**src/rtl/event_pkg.sv**
```systemverilog
// Shared definitions for the event dispatcher slice: default widths,
// message field offsets and the dispatcher FSM state encoding.
// No logic; imported by the interface, the arbiter and the top level.
package event_pkg;

  localparam int DEF_NUM_CORE = 4;
  localparam int DEF_MSG_WID  = 32;
  localparam int DEF_TIME_WID = 16;
  localparam int DEF_WINDOW   = 64;

  // Message layout: timestamp in the low bits, LP field right above it.
  localparam int TIME_LSB = 0;
  localparam int LP_LSB   = DEF_TIME_WID;

  typedef enum logic [1:0] {
    IDLE = 2'd0,
    SEND = 2'd1,
    RECV = 2'd2
  } state_t;

endpackage

```
**src/rtl/event_dispatcher_if.sv**
```systemverilog
// Bundle of every dispatcher-facing signal: queue pop/insert, core
// request/ack and event broadcast, monitor bus, core_active, min_time.
// master = dispatcher side, slave = queue/cores/monitor side.
interface event_dispatcher_if
  import event_pkg::*;
#(
  parameter int NUM_CORE = DEF_NUM_CORE,
  parameter int MSG_WID  = DEF_MSG_WID,
  parameter int TIME_WID = DEF_TIME_WID
);
  localparam int IDW = $clog2(NUM_CORE);

  // event priority queue
  logic [MSG_WID-1:0]          q_deq_msg;
  logic                        q_deq_vld;
  logic                        q_deq_pop;
  logic [MSG_WID-1:0]          q_enq_msg;
  logic                        q_enq_vld;
  logic                        q_enq_rdy;
  // processing cores
  logic [NUM_CORE*MSG_WID-1:0] core_req_msg;
  logic [NUM_CORE-1:0]         core_req_vld;
  logic [NUM_CORE-1:0]         core_req_last;
  logic [NUM_CORE-1:0]         core_req_ack;
  logic [MSG_WID-1:0]          core_evt_msg;
  logic [NUM_CORE-1:0]         core_evt_vld;
  // core monitor
  logic [MSG_WID-1:0]          mon_msg;
  logic                        mon_sent_vld;
  logic                        mon_rcv_vld;
  logic [IDW-1:0]              mon_core_id;
  logic [NUM_CORE-1:0]         core_active;
  logic [TIME_WID-1:0]         min_time;
  logic                        min_time_vld;

  modport master (
    input  q_deq_msg, q_deq_vld, q_enq_rdy,
    input  core_req_msg, core_req_vld, core_req_last,
    input  min_time, min_time_vld,
    output q_deq_pop, q_enq_msg, q_enq_vld,
    output core_req_ack, core_evt_msg, core_evt_vld,
    output mon_msg, mon_sent_vld, mon_rcv_vld, mon_core_id, core_active
  );

  modport slave (
    output q_deq_msg, q_deq_vld, q_enq_rdy,
    output core_req_msg, core_req_vld, core_req_last,
    output min_time, min_time_vld,
    input  q_deq_pop, q_enq_msg, q_enq_vld,
    input  core_req_ack, core_evt_msg, core_evt_vld,
    input  mon_msg, mon_sent_vld, mon_rcv_vld, mon_core_id, core_active
  );

endinterface

```
**src/rtl/rr_arbiter.sv**
```systemverilog
// Round-robin pick of the first requester at or after ptr (mod NUM_CORE).
// Latency: purely combinational. Backpressure: none, caller decides use.
// Ports: req/ptr in; grant_onehot, grant_idx, grant_vld out.
module rr_arbiter
  import event_pkg::*;
#(
  parameter int NUM_CORE = DEF_NUM_CORE
) (
  input  logic [NUM_CORE-1:0]         req,
  input  logic [$clog2(NUM_CORE)-1:0] ptr,
  output logic [NUM_CORE-1:0]         grant_onehot,
  output logic [$clog2(NUM_CORE)-1:0] grant_idx,
  output logic                        grant_vld
);
  localparam int IDW = $clog2(NUM_CORE);

  logic [IDW-1:0] cand;

  always_comb begin
    grant_vld = 1'b0;
    grant_idx = '0;
    cand      = '0;
    // NUM_CORE is a power of two, so the IDW-bit add wraps modulo NUM_CORE.
    for (int i = 0; i < NUM_CORE; i++) begin
      cand = ptr + IDW'(i);
      if (!grant_vld && req[cand]) begin
        grant_vld = 1'b1;
        grant_idx = cand;
      end
    end
    grant_onehot = grant_vld ? (NUM_CORE'(1) << grant_idx) : '0;
  end

endmodule

```
**src/rtl/event_dispatcher.sv**
```systemverilog
// Pops queue events to idle cores; routes core returns to queue or monitor.
// Latency: decision in IDLE, strobes 1 cycle later; one txn per 2 cycles.
// Backpressure: non-last returns wait on q_enq_rdy; dispatch waits on a free core and the time window.
// Ports: clk, reset (async, active-high), bus (event_dispatcher_if.master).
module event_dispatcher
  import event_pkg::*;
#(
  parameter int NUM_CORE = DEF_NUM_CORE,
  parameter int MSG_WID  = DEF_MSG_WID,
  parameter int TIME_WID = DEF_TIME_WID,
  parameter int WINDOW   = DEF_WINDOW
) (
  input logic                clk,
  input logic                reset,
  event_dispatcher_if.master bus
);
  localparam int IDW = $clog2(NUM_CORE);

  state_t              state;
  logic [IDW-1:0]      rr_ptr;
  logic [IDW-1:0]      lat_idx;
  logic                lat_last;

  logic [NUM_CORE-1:0] elig;
  logic [NUM_CORE-1:0] grant_onehot;
  logic [IDW-1:0]      grant_idx;
  logic                grant_vld;
  logic [MSG_WID-1:0]  grant_msg;
  logic                grant_last;

  logic                free_vld;
  logic [IDW-1:0]      free_idx;
  logic [TIME_WID-1:0] evt_time;
  logic [TIME_WID:0]   limit;
  logic                window_ok;
  logic                dispatch_ok;

  // Completions bypass queue backpressure; generated events need room.
  assign elig = bus.core_req_vld & (bus.core_req_last | {NUM_CORE{bus.q_enq_rdy}});

  rr_arbiter #(.NUM_CORE(NUM_CORE)) u_arb (
    .req          (elig),
    .ptr          (rr_ptr),
    .grant_onehot (grant_onehot),
    .grant_idx    (grant_idx),
    .grant_vld    (grant_vld)
  );

  always_comb begin
    grant_msg = '0;
    for (int c = 0; c < NUM_CORE; c++) begin
      if (grant_onehot[c]) grant_msg = bus.core_req_msg[c*MSG_WID +: MSG_WID];
    end
  end
  assign grant_last = |(grant_onehot & bus.core_req_last);

  // Lowest-index idle core: scan downwards so the last hit is the lowest.
  always_comb begin
    free_vld = 1'b0;
    free_idx = '0;
    for (int i = NUM_CORE - 1; i >= 0; i--) begin
      if (!bus.core_active[i]) begin
        free_vld = 1'b1;
        free_idx = IDW'(i);
      end
    end
  end

  // One extra bit so min_time near the top of the range cannot wrap the limit.
  assign evt_time    = bus.q_deq_msg[TIME_LSB +: TIME_WID];
  assign limit       = {1'b0, bus.min_time} + (TIME_WID+1)'(WINDOW);
  assign window_ok   = !bus.min_time_vld || ({1'b0, evt_time} < limit);
  assign dispatch_ok = bus.q_deq_vld && free_vld && window_ok;

  // Combinational handshakes, only in the IDLE decision cycle.
  assign bus.core_req_ack = (!reset && state == IDLE && grant_vld) ? grant_onehot : '0;
  assign bus.q_deq_pop    = !reset && state == IDLE && !grant_vld && dispatch_ok;

  always_ff @(posedge clk or posedge reset) begin
    if (reset) begin
      state            <= IDLE;
      rr_ptr           <= '0;
      lat_idx          <= '0;
      lat_last         <= 1'b0;
      bus.core_active  <= '0;
      bus.q_enq_vld    <= 1'b0;
      bus.q_enq_msg    <= '0;
      bus.core_evt_vld <= '0;
      bus.core_evt_msg <= '0;
      bus.mon_sent_vld <= 1'b0;
      bus.mon_rcv_vld  <= 1'b0;
      bus.mon_msg      <= '0;
      bus.mon_core_id  <= '0;
    end else begin
      case (state)
        IDLE: begin
          if (grant_vld) begin
            rr_ptr   <= grant_idx + IDW'(1);
            lat_idx  <= grant_idx;
            lat_last <= grant_last;
            if (grant_last) begin
              bus.mon_rcv_vld <= 1'b1;
              bus.mon_msg     <= grant_msg;
              bus.mon_core_id <= grant_idx;
            end else begin
              bus.q_enq_vld   <= 1'b1;
              bus.q_enq_msg   <= grant_msg;
            end
            state <= RECV;
          end else if (dispatch_ok) begin
            // core_active is set here so it is already visible during SEND.
            bus.core_active[free_idx] <= 1'b1;
            bus.core_evt_vld <= NUM_CORE'(1) << free_idx;
            bus.core_evt_msg <= bus.q_deq_msg;
            bus.mon_sent_vld <= 1'b1;
            bus.mon_msg      <= bus.q_deq_msg;
            bus.mon_core_id  <= free_idx;
            state            <= SEND;
          end
        end
        SEND: begin
          bus.core_evt_vld <= '0;
          bus.mon_sent_vld <= 1'b0;
          state            <= IDLE;
        end
        RECV: begin
          bus.q_enq_vld   <= 1'b0;
          bus.mon_rcv_vld <= 1'b0;
          if (lat_last) bus.core_active[lat_idx] <= 1'b0;
          state           <= IDLE;
        end
        default: state <= IDLE;
      endcase
    end
  end

endmodule

```
**src/flat_wrapper.sv**
```systemverilog
// flat-port wrapper written by rule: the top's interface ports become plain ports
module event_dispatcher_flat import event_pkg::*;
#(
  parameter int NUM_CORE = DEF_NUM_CORE,
  parameter int MSG_WID  = DEF_MSG_WID,
  parameter int TIME_WID = DEF_TIME_WID,
  parameter int WINDOW   = DEF_WINDOW
)
  (clk, reset, bus_q_deq_msg, bus_q_deq_vld, bus_q_enq_rdy, bus_core_req_msg, bus_core_req_vld, bus_core_req_last, bus_min_time, bus_min_time_vld, bus_q_deq_pop, bus_q_enq_msg, bus_q_enq_vld, bus_core_req_ack, bus_core_evt_msg, bus_core_evt_vld, bus_mon_msg, bus_mon_sent_vld, bus_mon_rcv_vld, bus_mon_core_id, bus_core_active);
  event_dispatcher_if #(.NUM_CORE(NUM_CORE), .MSG_WID(MSG_WID), .TIME_WID(TIME_WID)) bus_i ();
  input logic clk;
  input logic reset;
  input wire logic [$bits(bus_i.q_deq_msg)-1:0] bus_q_deq_msg;
  input wire logic [$bits(bus_i.q_deq_vld)-1:0] bus_q_deq_vld;
  input wire logic [$bits(bus_i.q_enq_rdy)-1:0] bus_q_enq_rdy;
  input wire logic [$bits(bus_i.core_req_msg)-1:0] bus_core_req_msg;
  input wire logic [$bits(bus_i.core_req_vld)-1:0] bus_core_req_vld;
  input wire logic [$bits(bus_i.core_req_last)-1:0] bus_core_req_last;
  input wire logic [$bits(bus_i.min_time)-1:0] bus_min_time;
  input wire logic [$bits(bus_i.min_time_vld)-1:0] bus_min_time_vld;
  output wire logic [$bits(bus_i.q_deq_pop)-1:0] bus_q_deq_pop;
  output wire logic [$bits(bus_i.q_enq_msg)-1:0] bus_q_enq_msg;
  output wire logic [$bits(bus_i.q_enq_vld)-1:0] bus_q_enq_vld;
  output wire logic [$bits(bus_i.core_req_ack)-1:0] bus_core_req_ack;
  output wire logic [$bits(bus_i.core_evt_msg)-1:0] bus_core_evt_msg;
  output wire logic [$bits(bus_i.core_evt_vld)-1:0] bus_core_evt_vld;
  output wire logic [$bits(bus_i.mon_msg)-1:0] bus_mon_msg;
  output wire logic [$bits(bus_i.mon_sent_vld)-1:0] bus_mon_sent_vld;
  output wire logic [$bits(bus_i.mon_rcv_vld)-1:0] bus_mon_rcv_vld;
  output wire logic [$bits(bus_i.mon_core_id)-1:0] bus_mon_core_id;
  output wire logic [$bits(bus_i.core_active)-1:0] bus_core_active;
  assign bus_i.q_deq_msg = bus_q_deq_msg;
  assign bus_i.q_deq_vld = bus_q_deq_vld;
  assign bus_i.q_enq_rdy = bus_q_enq_rdy;
  assign bus_i.core_req_msg = bus_core_req_msg;
  assign bus_i.core_req_vld = bus_core_req_vld;
  assign bus_i.core_req_last = bus_core_req_last;
  assign bus_i.min_time = bus_min_time;
  assign bus_i.min_time_vld = bus_min_time_vld;
  assign bus_q_deq_pop = bus_i.q_deq_pop;
  assign bus_q_enq_msg = bus_i.q_enq_msg;
  assign bus_q_enq_vld = bus_i.q_enq_vld;
  assign bus_core_req_ack = bus_i.core_req_ack;
  assign bus_core_evt_msg = bus_i.core_evt_msg;
  assign bus_core_evt_vld = bus_i.core_evt_vld;
  assign bus_mon_msg = bus_i.mon_msg;
  assign bus_mon_sent_vld = bus_i.mon_sent_vld;
  assign bus_mon_rcv_vld = bus_i.mon_rcv_vld;
  assign bus_mon_core_id = bus_i.mon_core_id;
  assign bus_core_active = bus_i.core_active;
  event_dispatcher #(.NUM_CORE(NUM_CORE), .MSG_WID(MSG_WID), .TIME_WID(TIME_WID), .WINDOW(WINDOW)) u_core (.clk(clk), .reset(reset), .bus(bus_i));
endmodule
```
**config.mk**
```make
export PLATFORM = sky130hd
export DESIGN_NAME = event_dispatcher_flat
export DESIGN_NICKNAME = d
export VERILOG_FILES = /design/src/rtl/event_pkg.sv /design/src/rtl/event_dispatcher_if.sv /design/src/rtl/rr_arbiter.sv /design/src/rtl/event_dispatcher.sv /design/src/flat_wrapper.sv
export SDC_FILE = /design/constraint.sdc
export NUM_CORES = 1
export LEC_CHECK = 0
export CORE_MARGIN = 3
export CORE_UTILIZATION = 25
export CTS_CLUSTER_SIZE = 25
export DETAILED_ROUTE_END_ITERATION = 6
export DONT_BUFFER_PORTS = 1
export SETUP_SLACK_MARGIN = 0.05
export SYNTH_ARGS = -nofsm -noshare
export SYNTH_HDL_FRONTEND = slang
export SYNTH_SLANG_ARGS = --single-unit
```
**constraint.sdc**
```tcl
create_clock -name clk -period 4.6 [get_ports clk]
set_input_delay 0.23 -clock clk [delete_from_list [all_inputs] [get_ports clk]]
set_output_delay 0.23 -clock clk [all_outputs]
set_load 0.01 [all_outputs]
```
# After elaboration in Yosys (flattened, before gate mapping)
# Index checks and enable logic that the tools add are counted.
# word_totals
reg_bits,116
input_bits,189
output_inout_bits,114
word_cells,137
# op_classes
add_sub_neg,5
order_cmp,9
eq_ne,10
n_shift,2
muxes,59
bitwise_logic,8
n_reduce_logical,31
# ops
cell,count
$mux 32,7
$mux 2,14
$mux 4,7
$mux 1,20
$lt 2x3->1 const B,6
$reduce_and 3->1,6
$add 16x7->17 const B,1
$lt 16x17->1,1
$pmux 4 s2,2
$and 4x4->4,3
$logic_and 1x1->1,11
$bmux 1 s2,4
$ne 2x1->1 const B,4
$or 4x4->4,2
$shl 1x2->4 const A,2
$logic_not 1->1,6
$ne 2x2->1 const B,3
$pmux 1 s2,3
$reduce_bool 2->1,3
$add 2x1->2 const B,2
$add 2x2->2 const B,2
$demux 1 s2,2
$ge 2x1->1 const B,2
$not 4->4,1
other kinds (9),10

# Logic depth before layout (Yosys ltp)
# logic_depth
depth_word,22
ltp_mapped,15
mapped_depth_nobuf,13

# Hierarchy
# From an unflattened synthesis, not the netlist that was laid out.
# hier_totals
cells_unflattened,631
hier_area_um2,6413.7
# by_module_without_submodules
mod,instances,cells_per_inst,area_each_um2,seq_area_each_um2
event_dispatcher,1,598,6202.2,2902.8
rr_arbiter,1,33,211.5,0.0

# Worst setup path before layout
# Ideal clock, no wire load.
# synth_timing
path_type,in2out
startpoint,input reset
endpoint,output bus_core_req_ack[1]
arrival_time_ps,3157
required_ps,4370
path_slack_ps,1213
cell_stages,2
path_buffers,0
path_cell_list,inv_1 -> and3_1
# synth_via
elab_chain_len,4
# synth_lines
element,line,rtl
start: declaration,flat_wrapper.sv:12,input logic reset;
$logic_not 1->1,event_dispatcher.sv:76,assign bus.core_req_ack = (!reset && state == IDLE && grant_vld) ? grant_onehot : '0;
$logic_and 1x1->1 (2 in a row),event_dispatcher.sv:76,
$mux 4,event_dispatcher.sv:76,
end: declaration,flat_wrapper.sv:24,output wire logic [$bits(bus_i.core_req_ack)-1:0] bus_core_req_ack;
# Every way passes these cells.

# Final worst setup path
# layout_timing
startpoint,register u_core.rr_ptr[1]
endpoint,register u_core.bus.mon_msg[20]
# layout_via
elab_chain_len,20
word_cells_on_any_way,38
cone_classes,3 x add/sub; 1 x eq/ne; 1 x shift; 23 x mux; 1 x bitwise; 9 x reduce/logical
# layout_lines
element,line,rtl
start: declaration,event_dispatcher.sv:20,logic [IDW-1:0] rr_ptr;
start signal: assignment,event_dispatcher.sv:98,rr_ptr <= grant_idx + IDW'(1);
branches (longest 11 deep; another with $add 2x1->2),-,
$mux 2 *,rr_arbiter.sv:26,if (!grant_vld && req[cand]) begin
net u_core.grant_idx[1],event_dispatcher.sv:26,logic [IDW-1:0] grant_idx;
$shl 1x2->4 *,rr_arbiter.sv:31,grant_onehot = grant_vld ? (NUM_CORE'(1) << grant_idx) : '0;
$mux 4 *,rr_arbiter.sv:31,
$mux 32 (4 in a row),event_dispatcher.sv:52,if (grant_onehot[c]) grant_msg = bus.core_req_msg[c*MSG_WID +: MSG_WID];
$mux 32,event_dispatcher.sv:101,if (grant_last) begin
$mux 32,event_dispatcher.sv:97,if (grant_vld) begin
end signal: assignment,event_dispatcher.sv:103,bus.mon_msg <= grant_msg;
end signal: assignment,event_dispatcher.sv:116,bus.mon_msg <= bus.q_deq_msg;
end: declaration,event_dispatcher_if.sv:42,"output mon_msg, mon_sent_vld, mon_rcv_vld, mon_core_id, core_active"
# Mark *: on every way through the listed nets, which the timed path passes. The select of a mux whose other input is x is not followed.
# A chain may end at the register's enable or synchronous reset.

==> Implementation_results.wiki <==
{| class="wikitable"
! Metric !! Value
|-
| Leakage dissipation || 0.00330 uW
|-
| Power Density || 676 nW/um^2
|-
| Count of input and output buffers || 0
|-
| Layout fillers || ~2600
|-
| Sequential-to-total area share from yosys stat || 44.6%
|-
| Synth unique cells || 57
|-
| HPWL reported at the end of detailed placement || 17.4 mm
|-
| Ys flop type || dfrtp_1
|-
| Die area || 28000 sq um
|-
| Critical Setup Path Class || reg -> reg
|-
| Result of the run || finished, final reports clean
|-
| Pin slew with the least headroom to its limit || 920 ps
|-
| Most area-hungry cell type in the Yosys netlist || dfrtp_1
|-
| Initial Util || 25.6%
|-
| Critical path required time || approximately 4900 ps
|-
| Horizontal die dimension || 167 um
|-
| Top area cells in the synthesized netlist || dfrtp_1 45%, mux2_2 8.8%, a21oi_1 5.8%
|-
| Core area || 25400 sq um
|-
| Post-Syn Instances || 649
|-
| Maximum number of pins on one net before global-route repair || 72
|-
| Pre-Repair DR Iteration Count || 5
|-
| Worst setup SP type || register
|-
| Vias in the first global route || 5332
|-
| Vias || approximately 5200
|-
| Buffers from clock root to sink, at most || 2
|-
| Num rows || 58
|-
| Detailed-route DRC error count || 0
|-
| Number of failing hold endpoints at the final stage || 0
|-
| Path class of the lowest-slack min-delay path || in -> reg
|-
| Height of the chip || 167 um
|-
| Maximum fanout encountered on the critical timing path || 20
|-
| Category of the worst setup path capture point || register
|-
| CP arrival || roughly 3900 ps
|-
| Number of enable-type register cells in the synthesized netlist || 0
|-
| Max-slew violations || 0
|-
| Cell Area, Synth || 6510 sq um
|-
| Per-cell routed wire length || roughly 23 um
|-
| CTS tree || built
|-
| Synth Net Count || 858
|-
| Number of H-tree levels || 4
|-
| Fmax || 278 MHz
|-
| Mean instance size in the synthesized netlist || ~10 sq um
|-
| Total power || about 5300 uW
|-
| Number of antenna violations at the first check in global routing || 2
|-
| Total global routing overflow || 0
|-
| Maximum capacitance violations || 0
|-
| Total GRT Usage || 16.1%
|-
| Cell at the root of the clock tree || clkbuf_16
|-
| Largest vdd supply drop || 0.211 mV
|-
| Setup repair after global routing missed its margin || no
|-
| Wire length of the first global-routing pass || approximately 34 mm
|-
| Register bit total from synthesis || roughly 120
|-
| Fraction of final layout cells sized beyond drive strength 1 || 18.0%
|-
| Final critical path time including I/O delays and setup || 3590 ps
|-
| Clock transition at the registers of the reported paths || 60 ps
|-
| Number of top-level pins || 303
|-
| Dominant cell by count in the synthesized netlist || dfrtp_1
|-
| Initial DRC Count || 357
|-
| Routed WL || 23.2 mm
|-
| Yosys warns || 0
|-
| Number of nets in the layout || 881
|-
| Number of clock sinks || between 100 and 150
|-
| Layout Area Growth over Synthesis || 19.3%
|-
| Global placer's final weighted congestion || 0.867
|-
| Area fraction of the dominant cell type after synthesis || 44.6%
|-
| Cts bufs inserted || 17
|-
| Commonest cells in the synthesized netlist || 116 x dfrtp_1, 81 x nor2_1, 76 x a21oi_1, 51 x mux2_2, 37 x inv_1
|-
| Endpoints failing setup || 0
|-
| Clock Latency Late Sink || around 400 ps
|-
| Final period util || 78.1%
|-
| Antenna viol nets, final || 0
|-
| Setup_tns || 0 ps
|-
| Worst slew margin relative to its limit || 38.7%
|-
| Post-cts resize count || 0
|-
| Share of flip-flops with an asynchronous set or reset || 100%
|-
| Detail-routed via count per cell || 5.14
|-
| Worst clock skew on the final layout || 13.1 ps
|}
## per-layer routing
layer / part of all wire [%] / up-vias / track usage, %
met2: 47 / 234 / 25.1
met4: 0.86 / 2 / 4.34
li1: - / 2379 / -
met3: 8.1 / 14 / 5.48
met5: 0.056 / - / 0
met1: 44 / 2586 / 21.5
## stage by stage
stage                     util (%)  setup slack [ps]  cell area (sq um)  hold WS [ps]  std cells
final                         30.6              1010               7770          62.8       1015
after global routing          30.6               751               7770          68.0       1015
after CTS                     30.6              1030               7770          40.6       1014
after detailed placement      26.9              1010               6830           366        951
after global placement        26.9              1060               6830           362        951
after floorplan                  -              1210               6510           365        649
## kinds of logic after synthesis
kind of cell / count (synthesis) / synth area share [%]
AO/OA/AOI/OAI: 197 / 19.9
AND/OR/NAND/NOR: 154 / 10.2
flip-flops: 116 / 44.6
buffers and inverters: 77 / 5.96
multiplexers: 77 / 14.5
adder cells (fa/ha/maj): 20 / 3.84
XOR/XNOR: 8 / 1.08
## sequential cells by signal, indices dropped and copies added, names as in the netlist, 2 cells and up
name,flops
u_core.bus.mon_msg,32
u_core.bus.core_evt_msg,32
u_core.bus.q_enq_msg,32
u_core.bus.core_active,4
u_core.rr_ptr,2
u_core.lat_idx,2
u_core.bus.core_evt_vld,4
u_core.bus.mon_core_id,2
u_core.state,2
## final cells by class
type	instances	area, sq um	area share [%]
multi-input combinational	456	3260	42.0
tap	330	413	5.31
inverter	38	158	2.03
sequential	116	2900	37.4
antenna	1	2.50	0.0322
clock buffer	22	464	5.98
clock inverter	9	153	1.96
timing repair buffer	43	415	5.35
## critical path, cell delays in order (launching register included)
cell      delay [ps]
dfrtp_1          430
o211ai_1         140
a21oi_1          110
o21ai_0          150
o21ai_0          250
inv_1            160
ha_2             490
a22oi_1          160
a21oi_1          420
nand2_1          200
o21ai_4          310
buf_12           270
mux2_2           350
## placed cells by master, fill, tap and decap left out, drive strengths merged, types with 11 or more instances in the layout
cell type and instances:
ha 20, clkbuf 22, buf 11, inv 38, a22oi 26, mux2 76, dlygate4sd3 32, o21ai 30
o2bb2ai 24, a21oi 77, nand2 35, nor2 82, dfrtp 116
## timing repair
action,4_1_cts,5_1_grt
hold endpoints to repair,98,0
hold buffers,32,0
setup buffers,0,0
## path summary, 6_finish.rpt
kind                                            from                          end  slack, ps  depth (start not counted)
worst min register to register       u_core.lat_last              u_core.lat_last        510                          2
worst max register to register      u_core.rr_ptr[1]       u_core.bus.mon_msg[20]       1010                         12
worst max-delay path                u_core.rr_ptr[1]       u_core.bus.mon_msg[20]       1010                         12
worst min-delay path            bus_core_req_msg[90]     u_core.bus.q_enq_msg[26]         60                          2
max in group asynchronous                      reset       u_core.bus.mon_msg[10]       2870                          3
min in group asynchronous                      reset  u_core.bus.core_evt_msg[31]        500                          2
## power by group
part	switching [uW]	total (uW)	internal, uW
clock network	491	1420	931
registers	661	2180	1520
logic	881	1650	765
total	2030	5250	3220
No activity file was read; power rests on OpenSTA's default activity.
